File: config.mk
export PLATFORM = sky130hd
export DESIGN_NAME = sys_array_cell_flat
export DESIGN_NICKNAME = d
export VERILOG_FILES = /design/src/rtl/sys_array_pkg.sv /design/src/rtl/sys_array_cell_if.sv /design/src/rtl/sys_array_mac.sv /design/src/rtl/sys_array_cell.sv /design/src/flat_wrapper.sv
export SDC_FILE = /design/constraint.sdc
export NUM_CORES = 1
export LEC_CHECK = 0
export ABC_AREA = 1
export CORE_UTILIZATION = 30
export CTS_CLUSTER_DIAMETER = 30
export DETAILED_ROUTE_END_ITERATION = 10
export GPL_TIMING_DRIVEN = 0
export SETUP_SLACK_MARGIN = 0.2
export SLEW_MARGIN = 20
export SYNTH_ARGS = -nofsm -noshare
export SYNTH_HDL_FRONTEND = slang
export SYNTH_SLANG_ARGS = --single-unit
File: constraint.sdc
create_clock -name clk -period 4.95 [get_ports clk]
set_input_delay 0.495 -clock clk [delete_from_list [all_inputs] [get_ports clk]]
set_output_delay 0.495 -clock clk [all_outputs]
set_load 0.02 [all_outputs]
File: src/rtl/sys_array_pkg.sv
// Shared types and constants for the systolic array processing elements.
package sys_array_pkg;

  localparam int unsigned DATA_WIDTH_DEF = 8;
  localparam int unsigned ACC_WIDTH_DEF  = 2 * DATA_WIDTH_DEF;

  typedef logic signed [DATA_WIDTH_DEF-1:0] data_t;
  typedef logic signed [ACC_WIDTH_DEF-1:0]  acc_t;

  localparam acc_t ACC_MAX = {1'b0, {(ACC_WIDTH_DEF-1){1'b1}}};
  localparam acc_t ACC_MIN = {1'b1, {(ACC_WIDTH_DEF-1){1'b0}}};

endpackage

File: src/rtl/sys_array_cell_if.sv
// Data and weight-chain signals of one systolic array cell.
interface sys_array_cell_if
  import sys_array_pkg::*;
#(
  parameter int unsigned DATA_WIDTH = DATA_WIDTH_DEF
);
  localparam int unsigned ACC_WIDTH = 2 * DATA_WIDTH;

  logic                          param_load;
  logic signed [DATA_WIDTH-1:0]  input_data;
  logic signed [ACC_WIDTH-1:0]   prop_data;
  logic signed [DATA_WIDTH-1:0]  param_data;
  logic signed [ACC_WIDTH-1:0]   out_data;
  logic signed [DATA_WIDTH-1:0]  prop_param;

  modport master (
    output param_load, input_data, prop_data, param_data,
    input  out_data, prop_param
  );

  modport slave (
    input  param_load, input_data, prop_data, param_data,
    output out_data, prop_param
  );

endinterface

File: src/rtl/sys_array_mac.sv
// Combinational signed multiply-add; SYS_ARRAY_CELL_SAT_EN selects a saturating adder
// instead of the default wrapping one.
module sys_array_mac
  import sys_array_pkg::*;
#(
  parameter int unsigned DATA_WIDTH = DATA_WIDTH_DEF
) (
  input  logic signed [DATA_WIDTH-1:0]   act,
  input  logic signed [DATA_WIDTH-1:0]   weight,
  input  logic signed [2*DATA_WIDTH-1:0] psum,
  output logic signed [2*DATA_WIDTH-1:0] mac_c
);

  localparam int unsigned ACC_WIDTH = 2 * DATA_WIDTH;

  logic signed [ACC_WIDTH-1:0] prod_c;

  // A full-width signed product never overflows the accumulator width.
  assign prod_c = ACC_WIDTH'(act) * ACC_WIDTH'(weight);

`ifdef SYS_ARRAY_CELL_SAT_EN
  localparam logic signed [ACC_WIDTH-1:0] ACC_HI = {1'b0, {(ACC_WIDTH-1){1'b1}}};
  localparam logic signed [ACC_WIDTH-1:0] ACC_LO = {1'b1, {(ACC_WIDTH-1){1'b0}}};

  logic signed [ACC_WIDTH:0] sum_ext_c;

  // One guard bit: overflow shows up as disagreement between the top two bits.
  always_comb begin
    sum_ext_c = (ACC_WIDTH+1)'(psum) + (ACC_WIDTH+1)'(prod_c);
    mac_c     = sum_ext_c[ACC_WIDTH-1:0];
    if (sum_ext_c[ACC_WIDTH] != sum_ext_c[ACC_WIDTH-1]) begin
      mac_c = sum_ext_c[ACC_WIDTH] ? ACC_LO : ACC_HI;
    end
  end
`else
  assign mac_c = psum + prod_c;
`endif

endmodule

File: src/rtl/sys_array_cell.sv
// Weight-stationary systolic PE: held weight, registered multiply-accumulate.
// Optional saturating accumulate via SYS_ARRAY_CELL_SAT_EN.
module sys_array_cell
  import sys_array_pkg::*;
#(
  parameter int unsigned DATA_WIDTH = DATA_WIDTH_DEF
) (
  input  logic             clk,
  input  logic             reset_n,
  sys_array_cell_if.slave  bus
);

  localparam int unsigned ACC_WIDTH = 2 * DATA_WIDTH;

  logic signed [DATA_WIDTH-1:0] weight_q;
  logic signed [ACC_WIDTH-1:0]  out_q;
  logic signed [ACC_WIDTH-1:0]  mac_c;

  sys_array_mac #(
    .DATA_WIDTH (DATA_WIDTH)
  ) u_mac (
    .act    (bus.input_data),
    .weight (weight_q),
    .psum   (bus.prop_data),
    .mac_c  (mac_c)
  );

  // reset_n is active-high despite its name.
  always_ff @(posedge clk or posedge reset_n) begin
    if (reset_n) begin
      weight_q <= '0;
      out_q    <= '0;
    end else begin
      if (bus.param_load) begin
        weight_q <= bus.param_data;
      end
      out_q <= mac_c;
    end
  end

  // The weight register feeds the next cell's load chain directly.
  assign bus.prop_param = weight_q;
  assign bus.out_data   = out_q;

endmodule

File: src/flat_wrapper.sv
// flat-port wrapper written by rule: the top's interface ports become plain ports
module sys_array_cell_flat import sys_array_pkg::*;
#(
  parameter int unsigned DATA_WIDTH = DATA_WIDTH_DEF
)
  (clk, reset_n, bus_param_load, bus_input_data, bus_prop_data, bus_param_data, bus_out_data, bus_prop_param);
  sys_array_cell_if #(.DATA_WIDTH(DATA_WIDTH)) bus_i ();
  input  logic clk;
  input  logic reset_n;
  input wire logic [$bits(bus_i.param_load)-1:0] bus_param_load;
  input wire logic [$bits(bus_i.input_data)-1:0] bus_input_data;
  input wire logic [$bits(bus_i.prop_data)-1:0] bus_prop_data;
  input wire logic [$bits(bus_i.param_data)-1:0] bus_param_data;
  output wire logic [$bits(bus_i.out_data)-1:0] bus_out_data;
  output wire logic [$bits(bus_i.prop_param)-1:0] bus_prop_param;
  assign bus_i.param_load = bus_param_load;
  assign bus_i.input_data = bus_input_data;
  assign bus_i.prop_data = bus_prop_data;
  assign bus_i.param_data = bus_param_data;
  assign bus_out_data = bus_i.out_data;
  assign bus_prop_param = bus_i.prop_param;
  sys_array_cell #(.DATA_WIDTH(DATA_WIDTH)) u_core (.clk(clk), .reset_n(reset_n), .bus(bus_i));
endmodule
==> results of run 1 <==
where the power goes:
part	switching, µW	internal [µW]	leakage, µW	total (µW)
Combinational	1610	1130	0.00230	2740
Clock	74.7	124	0.0000442	198
Sequential	23.9	305	0.000281	329
worst max-delay path, delay by kind of cell:
| family | cells | cell delay [ns] |
|---|---|---|
| and+or+nand+nor | 5 | 0.39 |
| xor gates and xnor gates | 1 | 0.15 |
| buffers and inverters | 4 | 0.61 |
| adders and majority gates | 6 | 2.99 |
through the flow:
| step | util [%] | instances | total power [µW] | setup slack [ns] |
|---|---|---|---|---|
| floorplan | - | 447 | 2380 | 0.488 |
| global placement | 37.1 | 664 | 3060 | 0.0819 |
| detailed placement | 37.1 | 664 | 3080 | 0.0244 |
| CTS | 37.8 | 668 | 3310 | 0.223 |
| global route | 38.2 | 671 | 3720 | 0.205 |
| finish | 38.2 | 671 | 3270 | 0.452 |
logic make-up (layout without fill, tap and decap cells):
group / count (synthesis) / after routing / share of synthesized area (%)
DFF: 24 / 24 / 15.6
AOI/OAI and AO/OA: 17 / 17 / 2.57
xor gates and xnor gates: 9 / 9 / 2.05
and+or+nand+nor: 139 / 139 / 14.7
muxes: 7 / 7 / 2.05
buffers and inverters: 143 / 199 / 14.0
adders and majority gates: 108 / 108 / 49.0
path summary, 6_finish.rpt:
kind,end,slack (ns),cells after the start,start
setup / recovery,u_core.bus.out_data[13],0.45,16,bus_prop_data[7]
hold / removal,u_core.bus.prop_param[7],0.61,3,bus_param_load
setup reg to reg,u_core.bus.out_data[15],0.46,16,u_core.bus.prop_param[0]
hold reg to reg,u_core.bus.prop_param[7],0.73,2,u_core.bus.prop_param[7]
max in group asynchronous,u_core.bus.out_data[14],3.91,2,reset_n
min in group asynchronous,u_core.bus.out_data[13],0.62,2,reset_n
cells in the final DEF, fill, tap and decap left out, types with 3 or more instances in the layout:
master / netlist / layout
xnor2_1: 4 / 4
xor2_1: 5 / 5
dfrtp_1: 24 / 24
nand3_2: 3 / 3
o21ai_1: 2 / 3
clkdlybuf4s50_1: 0 / 49
nand4_1: 3 / 3
a21oi_1: 6 / 6
nand2_1: 105 / 105
clkbuf_16: 0 / 3
mux2_2: 7 / 7
nand3_1: 10 / 10
ha_1: 37 / 37
clkbuf_1: 15 / 7
clkbuf_2: 0 / 8
fa_1: 71 / 70
inv_1: 126 / 123
nor2_1: 16 / 16
layout make-up:
class | instances | area [µm²]
fill | 1261 | 7580
multi-input combinational | 280 | 2710
sequential | 24 | 601
timing repair buffer | 52 | 526
inverter | 127 | 480
tap | 168 | 210
clock buffer | 4 | 88.8
buffer | 16 | 71.3
per-layer routing:
metal	part of all wire (%)	GRT usage (%)	vias to the layer above
met3	2.9	1.85	2
met2	51	24.1	49
li1	-	-	1402
met5	0	0	-
met1	46	18.2	1399
met4	0.42	1.73	0
state kept, by name, summed over array words and instances, names as in the netlist:
register               flops
u_core.bus.out_data       16
u_core.bus.prop_param      8
timing repair:
action / CTS / global route
hold buffers: 0 / 0
gates resized for setup: 2 / 17
pin swaps: 0 / 1
buffers inserted: 0 / 3
setup endpoints to repair: 6 / 7
==> results.sh, run 1 <==
export IMPL_outcome="complete, no violations"
export IMPL_synthFlopType="dfrtp_1"
export IMPL_netlist_area_um2=3840
export IMPL_critPathArrivalTime_ns=4.64
export IMPL_max_stage_delay_ns=0.58
export IMPL_vdd_drop_max_mv=0.434
export IMPL_clockBufferDepth=2
export IMPL_dp_hpwl_um=7090
export IMPL_drt_iter0_drc=114
export IMPL_min_path_type="in2reg"
export IMPL_relSlewSlack_pct=40.5
export IMPL_numPortBuffers=49
export IMPL_cts_sinks=24
export IMPL_leakage_uw=0.00262
export IMPL_dieWidth_um=115
export IMPL_finalSetupTns_ns=0
export IMPL_async_flop_share_pct=100
export IMPL_tritoncts="done"
export IMPL_maxCapViolations=0
export IMPL_synth_top_area_cell="fa_1"
export IMPL_grt_first_pass_wirelength_um=14200
export IMPL_grt_max_degree=25
export IMPL_drt_pass1_iter_count=4
export IMPL_cts_buffers=3
export IMPL_antenna_found_initial=0
export IMPL_worstPathRequired_ns=5.09
export IMPL_num_vias=2852
export IMPL_num_antenna_cells=0
export IMPL_hold_viol_final=0
export IMPL_synthTopCellsByArea="fa_1 (37%), dfrtp_1 (16%), inv_1 (12%), ha_1 (12%), nand2_1 (10%)"
export IMPL_synth_most_common_cell="inv_1"
export IMPL_start_util_pct=31.3
export IMPL_drv_slew=0
export IMPL_synth_edf_count=0
export IMPL_final_area_um2=4680
export IMPL_finalCritPeriodShare_pct=90.9
export IMPL_viasPerCell=4.25
export IMPL_grt_total_usage_pct=13.6
export IMPL_synth_top_area_share_pct=37.0
export IMPL_htree_levels=1
export IMPL_die_area_um2=13300
export IMPL_wl_per_cell_um=12.2
export IMPL_cp_start_kind="input pin"
export IMPL_synth_ff_latch_count=24
export IMPL_worstSetupEndpointType="flop"
export IMPL_fmaxAchievable_mhz=222
export IMPL_area_growth_pct=21.9
export IMPL_gp_congestion=0.791
export IMPL_synth_warnings=0
export IMPL_skew_ns=0.00471
export IMPL_tightest_slew_ns=0.887
export IMPL_coreArea_um2=12300
export IMPL_avgSynthCellArea_um2=8.60
export IMPL_clk_pin_slew_ns=0.07
export IMPL_finalCriticalPeriod_ns=4.50
export IMPL_drt_total_wl_um=8180
export IMPL_final_nets=647
export IMPL_yosysSeqAreaShare_pct=15.6
export IMPL_cp_max_fo=5
export IMPL_boundaryPins=59
export IMPL_cp_common_cell="fa_1"
export IMPL_syn_nets=590
export IMPL_antenna_left=0
export IMPL_dieHeight_um=115
export IMPL_slowest_stage="fa_1"
export IMPL_placed_cell_area_um2=4540
export IMPL_yosysUniqueCellTypes=24
export IMPL_grt_pass1_vias=3053
export IMPL_num_rows=40
export IMPL_critPathKind="in2reg"
export IMPL_cts_root_buffer="clkbuf_16"
export IMPL_post_route_drc_count=0
export IMPL_netlist_instances=447
export IMPL_p_per_area_nw_per_um2=697
export IMPL_synth_commonest_cells="inv_1 (126), nand2_1 (105), fa_1 (71), ha_1 (37), dfrtp_1 (24)"
export IMPL_drive_above_1_share_pct=6.36
export IMPL_cp_cell_sequence="clkdlybuf4s50_1 > inv_1 > fa_1 > inv_1 > fa_1 > fa_1 > fa_1 > fa_1 > ha_1 > nand2_1 > inv_2 > nand2_1 > nand2_1 > nand2_1 > nand3_1 > xor2_1"
export IMPL_setup_viol=0
export IMPL_grt_overflow=0
export IMPL_clock_latency_ns=0.26
export IMPL_fin_hold_ws_ns=0.606
export IMPL_rsz0062_at_grt="false"
(Power assumes the default switching activity.)
==> inputs of run 2 (changes only) <==
SLEW_MARGIN = default   (was 20)
clock period = 5.7 ns   (was 4.95 ns; I/O delays follow)
==> results.sh, run 2 (synthesized netlist as in run 1, its figures left out) <==
export IMPL_antenna_left=0
export IMPL_rsz0062_at_grt="false"
export IMPL_grt_first_pass_wirelength_um=14100
export IMPL_die_area_um2=13300
export IMPL_post_route_drc_count=0
export IMPL_skew_ns=0.00481
export IMPL_reg2reg_slack_ns=0.90
export IMPL_clk_pin_slew_ns=0.07
export IMPL_boundaryPins=59
export IMPL_worstPathRequired_ns=5.85
export IMPL_numPortBuffers=49
export IMPL_grt_overflow=0
export IMPL_critPathKind="reg2reg"
export IMPL_vdd_drop_max_mv=0.378
export IMPL_cts_hold_buf=0
export IMPL_setup_viol=0
export IMPL_gp_congestion=0.791
export IMPL_reg2regPathDepth=18
export IMPL_p_total_uw=2830
export IMPL_grt_total_usage_pct=13.6
export IMPL_maxCapViolations=0
export IMPL_viasPerCell=4.24
export IMPL_finalCritPeriodShare_pct=84.2
export IMPL_drt_iter0_drc=132
export IMPL_area_growth_pct=20.5
export IMPL_drt_pass1_iter_count=4
export IMPL_cts_sinks=24
export IMPL_coreArea_um2=12300
export IMPL_ctsResizeCount=0
export IMPL_num_antenna_cells=0
export IMPL_tightest_slew_ns=0.940
export IMPL_critPathArrivalTime_ns=4.95
export IMPL_grt_max_degree=25
export IMPL_dp_hpwl_um=7090
export IMPL_hold_viol_final=0
export IMPL_final_nets=644
export IMPL_antenna_found_initial=0
export IMPL_dp_cells=664
export IMPL_dieWidth_um=115
export IMPL_fin_cells=668
export IMPL_tritoncts="done"
export IMPL_finalCriticalPeriod_ns=4.80
export IMPL_clock_latency_ns=0.26
export IMPL_crit_reg2reg_launch="u_core.bus.prop_param[0]"
export IMPL_reg2reg_to="u_core.bus.out_data[15]"
export IMPL_hold_end="u_core.bus.prop_param[7]"
export IMPL_min_path_type="in2reg"
export IMPL_cp_max_fo=9
export IMPL_drt_total_wl_um=8150
export IMPL_relSlewSlack_pct=37.3
export IMPL_leakage_uw=0.00259
export IMPL_htree_levels=1
export IMPL_outcome="complete, no violations"
export IMPL_final_common_cell="inv_1"
export IMPL_cp_start_kind="flop"
export IMPL_cts_buffers=3
export IMPL_largest_reg_flops=16
export IMPL_dieHeight_um=115
export IMPL_num_vias=2834
export IMPL_start_util_pct=31.3
export IMPL_grt_pass1_vias=3042
export IMPL_cts_setup_buffers=0
export IMPL_hold_depth=3
export IMPL_min_delay_start="bus_param_load"
export IMPL_wl_per_cell_um=12.2
export IMPL_drive_above_1_share_pct=3.60
export IMPL_finalSetupTns_ns=0
export IMPL_post_route_util_pct=37.8
export IMPL_worstSetupEndpointType="flop"
export IMPL_num_rows=40
export IMPL_fmaxAchievable_mhz=208
export IMPL_clockBufferDepth=2
export IMPL_p_per_area_nw_per_um2=611
export IMPL_drv_slew=0
export IMPL_cts_root_buffer="clkbuf_16"
export IMPL_final_cell_mix="inv_1 (126), nand2_1 (105), fa_1 (71)"
==> run 2: changes by cell type in the layout (fill, tap and decap cells not counted), sizes merged <==
cell	delta
clkinvlp	-1
buf	-3
clkinv	-1
inv	+2
==> run 2: cell type report <==
class                   count  area, µm²
fillers                  1257       7630
clock buffers               4       88.8
inverters                 127        477
repair buffers             49        490
multi-input cells         280       2710
well taps                 168        210
plain buffers              16       61.3
flip-flops and latches     24        601
==> run 2: stage by stage <==
step	setup slack (ns)	instance area, µm²	hold slack (ns)
2_1_floorplan	1.16	3840	0.585
3_3_place_gp	0.757	4540	0.784
3_5_place_dp	0.699	4540	0.800
4_1_cts	0.845	4630	0.684
5_1_grt	0.526	4630	0.694
6_report	0.900	4630	0.681
==> run 2: worst max-delay path by stage <==
stage | startpoint | endpoint | slack [ns] | cells after the start
after floorplan | bus_input_data[7] | u_core.bus.out_data[15] | 1.16 | 18
after global placement | bus_input_data[7] | u_core.bus.out_data[15] | 0.76 | 18
after detailed placement | bus_input_data[7] | u_core.bus.out_data[15] | 0.70 | 18
after CTS | u_core.bus.prop_param[2] | u_core.bus.out_data[15] | 0.85 | 17
after global routing | u_core.bus.prop_param[2] | u_core.bus.out_data[15] | 0.53 | 18
final | u_core.bus.prop_param[0] | u_core.bus.out_data[15] | 0.90 | 18
==> run 2: power by group <==
part	internal, µW	leakage, µW	total (µW)	switching [µW]
sequential	265	0.000281	286	20.6
combinational	973	0.00227	2370	1400
clock	107	0.0000442	172	64.5
==> run 2: critical path, stage by stage, from the launching register on <==
cell      delay (ns)
dfrtp_1         0.35
clkbuf_1        0.37
nand2_1         0.16
inv_1           0.39
fa_1            0.52
fa_1            0.49
fa_1            0.55
inv_1           0.05
fa_1            0.47
inv_1           0.04
ha_1            0.27
ha_1            0.34
inv_1           0.07
o21ai_0         0.26
a21oi_1         0.13
nand3_2         0.10
inv_1           0.04
nand2_1         0.05
nand2_1         0.04
==> run 2: per-layer routing <==
metal | global-route usage [%] | vias up | wire length, µm
li1 | - | 1396 | -
met1 | 18.3 | 1394 | 3710
met4 | 1.73 | 0 | 34
met5 | 0 | - | 0
met3 | 1.85 | 2 | 237
met2 | 23.9 | 42 | 4160
==> variant, RTL diff (settings of run 1) <==
Change the package constant `DATA_WIDTH_DEF` from 8 to 7.
--- a/src/rtl/sys_array_pkg.sv
+++ b/src/rtl/sys_array_pkg.sv
@@ -1,7 +1,7 @@
 // Shared types and constants for the systolic array processing elements.
 package sys_array_pkg;
 
-  localparam int unsigned DATA_WIDTH_DEF = 8;
+  localparam int unsigned DATA_WIDTH_DEF = 7;
   localparam int unsigned ACC_WIDTH_DEF  = 2 * DATA_WIDTH_DEF;
 
   typedef logic signed [DATA_WIDTH_DEF-1:0] data_t;
Interface: changed (5 resized); port bits go from 59 to 52. No check against the original RTL was run, so the function may have changed too.
==> variant against run 1 <==
Clock power down 41%. Power down 35%. Sequential cell count decreased by 3. Core utilization is 0.34 points lower. Cell area is 17% lower. Fmax up 0.83%. Worst setup slack better by 0.037 ns. Wire length down 23%. Synthesized area shrank 17%.
==> variant: results (changes against run 1) <==
clock slew at reported path FFs - 0.09 ns (+0.02 ns)
initial antenna violation count - 0 (unchanged)
Clock group - 0.000116 W (-41%)
most common library cells after synthesis - 123 x inv_1, 86 x nand2_1, 51 x fa_1
Fill cells - 1059 (-16%)
Max stage delay on crit path - 0.55 ns (-0.03 ns)
Slew @ Worst Pin - 0.858 ns (-0.0287 ns)
P_leak - 2.18 nW (-17%)
Worst R2R Path Depth - 17 (+1)
WHS Path Cells - 3 (unchanged)
Post-Synth Adder-Cell Area - 0.449 (-0.0408)
met3 Track Usage GR - 0.0137 (-0.00473)
Worst Setup SP - bus_input_data[0]
Detail Placement HPWL - 5530 microns (-22%)
number of vias per cell - 4.23 (-0.44%)
run status - finished, final reports clean
Cell variety after synth - 23 (-4.2%)
Clock Skews - 0.00728 ns (+0.00257 ns)
Hold Path Origin - bus_param_load
wl on met1 - 2800 microns (-25%)
wire length of the first global-routing pass - 11400 microns (-20%)
port bufs - 49 (unchanged)
Worst Hold End - u_core.bus.prop_param[6]$_DFFE_PP0P_
max reg flops - 14 (-2)
Clock Root Buffer - clkbuf_8
crit path max fanout - 7 (+2)
Ys Warns - 0 (unchanged)
largest net degree at the start of global routing - 22 (-12%)
post-synthesis mux area share - 0.0212 (+0.000669)
number of global-route vias before repair - 2503 (-18%)
metal3 WL - 218 microns (-8.4%)
Skew-Pair Late Insertion Delay - 0.26 ns (about the same)
slowest cell on the critical path - fa_1
post-CTS setup buffers - 0 (unchanged)
post-synthesis sequential area ratio - 0.165 (+0.00846)
Peak VDD IR - 0.283 mV (-35%)
r2r setup slk - 0.68 ns (+0.22 ns)
WL per Instance - 11.0 microns (-10%)
Post-Synth XOR/XNOR Area - 0.0220 (+0.00145)
sequential share of power - 0.128 (+0.027)
gpl congestion - 0.817 (+3.3%)
final net count - 554 (-14%)
power share of the clock group - 0.055 (-0.006)
r2r endpoint - u_core.bus.out_data[13]$_DFF_PP0_
Syn Nets - 500 (-15%)
worst r2r src - u_core.bus.prop_param[6]$_DFFE_PP0P_
post-cts sizing count - 0 (-2)
post-synthesis compound-gate area fraction - 0.0243 (-0.00140)
GR met2 Demand/Resource - 0.237 (-0.00397)
Detailed Route Iter0 Violations - 118 (+3.5%)
Met2 Wirelength - 3260 microns (-22%)
async set-reset flop share out of synthesis - 1.00 (unchanged)
grt met1 use - 0.168 (-0.0139)
Cell Int Power - 0.00103 W (-34%)
GRT Resource Usage Total - 0.130 (-0.00653)
share of cells above drive strength 1 - 0.0571 (-0.00654)
synth top area cells - fa_1 32%, dfrtp_1 16%, inv_1 14%
critical path's top delay family - adder cells
-- variant: cell count changes in the layout (fill, tap and decap cells not counted), moves of 3 or more --
cell and change:
fa_1 -20, nor2_1 -4, clkbuf_16 -3, nand2_1 -19, clkbuf_1 -3, dfrtp_1 -3
ha_1 -5, clkbuf_2 -5, nand3_1 +3
-- variant: final cells by class --
type | count | area (sq um) | area share
Buffer | 8 | 48.8 | 0.0125
Clock buffer | 4 | 45.0 | 0.0115
Inverter | 123 | 462 | 0.118
Multi-Input combinational cell | 233 | 2170 | 0.554
Sequential cell | 21 | 526 | 0.134
Tap cell | 136 | 170 | 0.0435
Timing Repair Buffer | 49 | 490 | 0.125
-- variant: through the flow --
step	cells	hold slack (ns)	worst slack, ns	area (sq um)
after floorplan	385	0.472	0.744	3190
after global placement	570	0.685	0.134	3850
after detailed placement	570	0.694	0.119	3850
after CTS	574	0.636	0.400	3900
after global routing	574	0.720	0.225	3910
final	574	0.638	0.489	3910
